## src/rtl/framer.sv

```systemverilog
// framer: packs PackedNum narrow elements (element 0 in the LSBs) into one word and frames every
// PacketLenElems payload words with two header words. Define FRAMER_CHECKSUM_EN to append an XOR checksum word.
module framer #(
    parameter int unsigned                        UnpackedWidth  = 1,
    parameter int unsigned                        PackedNum      = 8,
    parameter int unsigned                        PacketLenElems = 1024,
    parameter logic [UnpackedWidth*PackedNum-1:0] HeaderByte0    = (UnpackedWidth*PackedNum)'(8'hA5),
    parameter logic [UnpackedWidth*PackedNum-1:0] HeaderByte1    = (UnpackedWidth*PackedNum)'(8'h5A)
) (
    input  logic                               clk_i,
    input  logic                               rst_ni,
    input  logic                               valid_i,
    output logic                               ready_o,
    input  logic [UnpackedWidth-1:0]           unpacked_i,
    output logic                               valid_o,
    input  logic                               ready_i,
    output logic [UnpackedWidth*PackedNum-1:0] data_o
);
    localparam int unsigned PackedWidth = UnpackedWidth * PackedNum;
    localparam int unsigned ElemW       = (PackedNum > 1) ? $clog2(PackedNum) : 1;
    localparam int unsigned CntW        = $clog2(PacketLenElems + 1);
    localparam logic [ElemW-1:0] ElemLast = ElemW'(PackedNum - 1);
    localparam logic [CntW-1:0]  CntLast  = CntW'(PacketLenElems);

    typedef enum logic [2:0] {
        Idle,
        Hdr0,
        Hdr1,
        Payload,
        Tail
`ifdef FRAMER_CHECKSUM_EN
        , Csum
`endif
    } state_e;

    state_e                 state_q, state_d;
    logic                   valid_q, valid_d;
    logic [PackedWidth-1:0] data_q, data_d;
    logic [PackedWidth-1:0] pack_q, pack_d;
    logic [ElemW-1:0]       elem_q, elem_d;
    logic [CntW-1:0]        cnt_q, cnt_d;
`ifdef FRAMER_CHECKSUM_EN
    logic [PackedWidth-1:0] csum_q, csum_d;
`endif

    logic                   in_ready;
    logic                   out_fire;
    logic [CntW-1:0]        cnt_inc;
    logic [PackedWidth-1:0] pack_ins;

    assign out_fire = valid_q && ready_i;
    assign cnt_inc  = cnt_q + CntW'(1);

    // Pack register with the current element dropped into its slot; used both for
    // partial updates and as the completed word when the last slot is filled.
    for (genvar gi = 0; gi < PackedNum; gi++) begin : g_ins
        assign pack_ins[gi*UnpackedWidth +: UnpackedWidth] =
            (elem_q == ElemW'(gi)) ? unpacked_i : pack_q[gi*UnpackedWidth +: UnpackedWidth];
    end

    always_comb begin
        state_d  = state_q;
        valid_d  = valid_q;
        data_d   = data_q;
        pack_d   = pack_q;
        elem_d   = elem_q;
        cnt_d    = cnt_q;
`ifdef FRAMER_CHECKSUM_EN
        csum_d   = csum_q;
`endif
        in_ready = 1'b0;

        case (state_q)
            Idle: begin
                elem_d = '0;
                cnt_d  = '0;
`ifdef FRAMER_CHECKSUM_EN
                csum_d = '0;
`endif
                // The pending element only triggers the header; it is consumed in Payload.
                if (valid_i) begin
                    data_d  = HeaderByte0;
                    valid_d = 1'b1;
                    state_d = Hdr0;
                end
            end
            Hdr0: begin
                if (out_fire) begin
                    data_d  = HeaderByte1;
                    state_d = Hdr1;
                end
            end
            Hdr1: begin
                if (out_fire) begin
                    valid_d = 1'b0;
                    state_d = Payload;
                end
            end
            Payload: begin
                // Only the word-completing element needs room in the output register.
                in_ready = (elem_q == ElemLast) ? (!valid_q || ready_i) : 1'b1;
                if (out_fire) begin
                    valid_d = 1'b0;
                end
                if (valid_i && in_ready) begin
                    if (elem_q == ElemLast) begin
                        data_d  = pack_ins;
                        valid_d = 1'b1;
                        elem_d  = '0;
                        cnt_d   = cnt_inc;
`ifdef FRAMER_CHECKSUM_EN
                        csum_d  = csum_q ^ pack_ins;
`endif
                        if (cnt_inc == CntLast) begin
                            state_d = Tail;
                        end
                    end else begin
                        pack_d = pack_ins;
                        elem_d = elem_q + ElemW'(1);
                    end
                end
            end
            Tail: begin
                if (out_fire) begin
`ifdef FRAMER_CHECKSUM_EN
                    data_d  = csum_q;
                    state_d = Csum;
`else
                    valid_d = 1'b0;
                    cnt_d   = '0;
                    state_d = Idle;
`endif
                end
            end
`ifdef FRAMER_CHECKSUM_EN
            Csum: begin
                if (out_fire) begin
                    valid_d = 1'b0;
                    cnt_d   = '0;
                    state_d = Idle;
                end
            end
`endif
            default: begin
                state_d = Idle;
            end
        endcase
    end

    always_ff @(posedge clk_i) begin
        if (!rst_ni) begin
            state_q <= Idle;
            valid_q <= 1'b0;
            data_q  <= '0;
            pack_q  <= '0;
            elem_q  <= '0;
            cnt_q   <= '0;
`ifdef FRAMER_CHECKSUM_EN
            csum_q  <= '0;
`endif
        end else begin
            state_q <= state_d;
            valid_q <= valid_d;
            data_q  <= data_d;
            pack_q  <= pack_d;
            elem_q  <= elem_d;
            cnt_q   <= cnt_d;
`ifdef FRAMER_CHECKSUM_EN
            csum_q  <= csum_d;
`endif
        end
    end

    assign ready_o = in_ready;
    assign valid_o = valid_q;
    assign data_o  = data_q;

endmodule

```

## config.mk

```make
export PLATFORM = sky130hd
export DESIGN_NAME = framer
export DESIGN_NICKNAME = d
export VERILOG_FILES = /design/src/rtl/framer.sv
export SDC_FILE = /design/constraint.sdc
export NUM_CORES = 1
export LEC_CHECK = 0
export CAP_MARGIN = 0
export CELL_PAD_IN_SITES_DETAIL_PLACEMENT = 0
export CELL_PAD_IN_SITES_GLOBAL_PLACEMENT = 1
export CORE_MARGIN = 2
export CORE_UTILIZATION = 44
export DETAILED_ROUTE_END_ITERATION = 10
export GPL_TIMING_DRIVEN = 1
export PLACE_DENSITY = 0.75
export SKIP_CTS_REPAIR_TIMING = 1
export SYNTH_ARGS = -nofsm -noshare
export SYNTH_HDL_FRONTEND = slang
export SYNTH_SLANG_ARGS = --single-unit
```

## constraint.sdc

```tcl
create_clock -name clk_i -period 1.95 [get_ports clk_i]
set_input_delay 0.4875 -clock clk_i [delete_from_list [all_inputs] [get_ports clk_i]]
set_output_delay 0.4875 -clock clk_i [all_outputs]
set_load 0.03 [all_outputs]
```

==> impl_metrics.toml <==
[status]
status = "complete, no violations"

[setup_path]
cp_top_family = "adder cells"
r2r_setup_slack_ns = 0.16
arrival_ns = 1.36
max_stage_delay_ns = 0.34
r2r_cells = 7
crit_type = "flop to output port"
r2r_start = "elem_q[0]$_SDFFE_PN0P_"
startpoint_type = "flop"
crit_fanout = 4
crit_path_top_delay_cell = "dfxtp_1"
required_ns = 1.46
timing.rr.end = "cnt_q[4]$_SDFFE_PN0P_"
end_kind = "output port"
worstPathCellList = "ha_1 -> ha_2 -> a21oi_1 -> buf_4"
crit_buf_inv = 1

[placed_design]
place_ws_ns = -0.123
placed_area_sq_um = 2350
place.gp.congestion = 0.833
io_buffers = 14
hpwlAfterDp_mm = 3.39

[logic_synthesis]
ys_warn_count = 0
synth.net_count = 260
synth_cell_types = 53
seq_area_frac_synth_pct = 33.5
netlist_area_sq_um = 2030
async_reset_ff_share_pct = 0
avgSynthCellArea_sq_um = 8.20
synth_ff_type = "dfxtp_1"
ys_ff_latch = 34
synth_edf_count = 0
synthCells = 248

[sta]
drv_slew = 0
rsz0062_at_grt = "no"
hold_viol_final = 0
relSlewSlack_pct = 78.4
finalClockSkew_ns = 0.00242
max_freq_mhz = 542
worst_slack_ns = 0.105
min_period_ns = 1.84
setup_viol = 0
finalCritPeriodShare_pct = 94.6
tightest_slew_ns = 0.322

[clock_tree]
clockBufferDepth = 2
cts_buffers = 5
cts_num_sinks = 34
htree_levels = 2
cts.clk_slew.worst_paths_ns = 0.07
clkLatencyLatePin_ns = 0.28
root_buffer = "clkbuf_8"
cts_tree = "built"

[detailed_routing]
drtIter0Drc = 137
drt_pass1_iterations = 4
antenna_left = 0
routedWlPerCell_um = 14.2
drt_wl_total_mm = 4.71
vias = 1869
drc = 0
vias_per_cell = 5.65

[job]
drv_cap = 0

[final_layout]
nets = 291
stdcell_area_sq_um = 2460
drive_above_1_share_pct = 16.8
postLayoutCoreUtil_pct = 55.7
final_common_cell = "dfxtp_1"
diodes = 0
synthToLayoutAreaGrowth_pct = 20.8
final_cell_mix = "dfxtp_1 (34), nand2_1 (32), buf_4 (24)"
nFillCells = 423

[power_and_ir_drop]
comb_power_share_pct = 17.5
p_per_area_nw_per_um2 = 598
p_switching_mw = 0.405
leakage_nw = 1.04
finalPower_mw = 1.47
intPower_mw = 1.06
seqPwrFrac_pct = 49.6
p_clk_share_pct = 32.9
swShare_pct = 27.6
ir_drop_mv = 0.456

[die]
rows = 24
die_y_um = 72
start_util_pct = 46.1
dieArea_sq_um = 5180
ios = 15
die_x_um = 72
core_area_sq_um = 4410

[global_route]
grt.overflow.total = 0
grt_max_degree = 36
grt_pass1_vias = 1791
antenna_found_initial = 0
grt_first_pass_wirelength_mm = 8.27
track_usage_pct = 20.2

[min_path]
worstHoldStart = "data_o[4]$_SDFFE_PN0P_"
worstHoldEndpoint = "data_o[4]$_SDFFE_PN0P_"
hold_depth = 2
hp-class = "flop to flop"
==> cell families (layout without fill, tap and decap cells) <==
family,after synthesis,after routing,synth area share [%]
compound gates,70,70,24.2
xor+xnor,3,3,1.29
mux,9,9,4.55
flops,34,34,33.5
fa+ha+maj,7,7,4.30
simple gates,104,104,27.0
buf+inv,21,52,5.23
==> per-stage QoR <==
step / hold WS (ns) / std cells / setup TNS, ns
after floorplan: 0.426 / 248 / 0
after CTS: 0.451 / 331 / -0.0145
after global routing: 0.465 / 331 / 0
after global placement: 0.439 / 324 / -1.27
after detailed placement: 0.440 / 324 / -1.36
final: 0.445 / 331 / 0
==> cell usage after synthesis, drive strengths merged (2+ instances only) <==
master | instances | share of area [%]
o211a | 9 | 4.4
and3b | 2 | 0.86
nand3 | 17 | 4.8
o21a | 4 | 1.5
o211ai | 3 | 1.1
o21ai | 16 | 3.9
a21boi | 6 | 2.2
xnor2 | 3 | 1.3
dfxtp | 34 | 33
nand2 | 32 | 5.9
nand2b | 2 | 0.61
mux2i | 7 | 3.4
a21oi | 17 | 4.4
ha | 7 | 4.3
a31oi | 5 | 2.3
buf | 10 | 3.1
clkbuf | 5 | 0.98
nand4 | 3 | 0.92
and3 | 2 | 0.68
and2 | 7 | 2.2
nand3b | 3 | 1.7
nor3 | 4 | 0.98
inv | 6 | 1.1
mux2 | 2 | 1.1
or2 | 2 | 0.62
nor2b | 11 | 3.4
nor2 | 15 | 2.8
==> area by class of cell <==
cell class | instances | area (sq um) | share of cell area [%]
Clock buffer | 5 | 68.8 | 2.80
Multi-Input combinational cell | 193 | 1270 | 51.6
Sequential cell | 34 | 681 | 27.7
Tap cell | 52 | 65.1 | 2.65
Inverter | 6 | 22.5 | 0.916
Timing Repair Buffer | 39 | 344 | 14.0
Clock inverter | 2 | 10.0 | 0.407
==> worst min-delay path: stages, from the launching register on <==
cell	delay, ns
dfxtp_1	0.31
nand2_1	0.05
o21ai_1	0.05
==> state kept, by name (all words and copies together), names as in the netlist <==
signal	cells
elem_q	3
state_q	3
valid_o	1
data_o	8
cnt_q	11
pack_q	8
==> per-layer routing <==
layer	share of wire [%]	wire [um]	vias to the layer above	track usage [%]
met1	50	2360	893	27.0
met3	2.7	126	4	4.44
met4	0.81	38	0	5.45
met5	0	0	-	0
met2	46	2180	24	33.0
li1	-	-	948	-
==> power groups by stage <==
| stage | Combinational, mW | Sequential, mW | Clock (mW) |
|---|---|---|---|
| 6_report | 0.257 | 0.730 | 0.483 |
| 5_1_grt | 0.280 | 0.732 | 0.541 |
| 4_1_cts | 0.257 | 0.729 | 0.510 |
| 3_5_place_dp | 0.256 | 0.746 | 0 |
| 3_3_place_gp | 0.257 | 0.745 | 0 |
| 2_1_floorplan | 0.117 | 0.780 | 0 |
==> how the worst max path moves through the flow <==
| stage | endpoint | cells past startpoint | from | slack (ns) |
|---|---|---|---|---|
| floorplan | data_o[1]$_SDFFE_PN0P_ | 8 | elem_q[0]$_SDFFE_PN0P_ | 0.19 |
| global placement | data_o[0]$_SDFFE_PN0P_ | 7 | valid_i | -0.11 |
| detailed placement | cnt_q[8]$_SDFFE_PN0P_ | 6 | valid_i | -0.12 |
| CTS | ready_o | 4 | ready_i | -0.01 |
| global route | ready_o | 4 | elem_q[0]$_SDFFE_PN0P_ | 0.03 |
| finish | ready_o | 4 | elem_q[0]$_SDFFE_PN0P_ | 0.11 |
(Power assumes the default switching activity.)
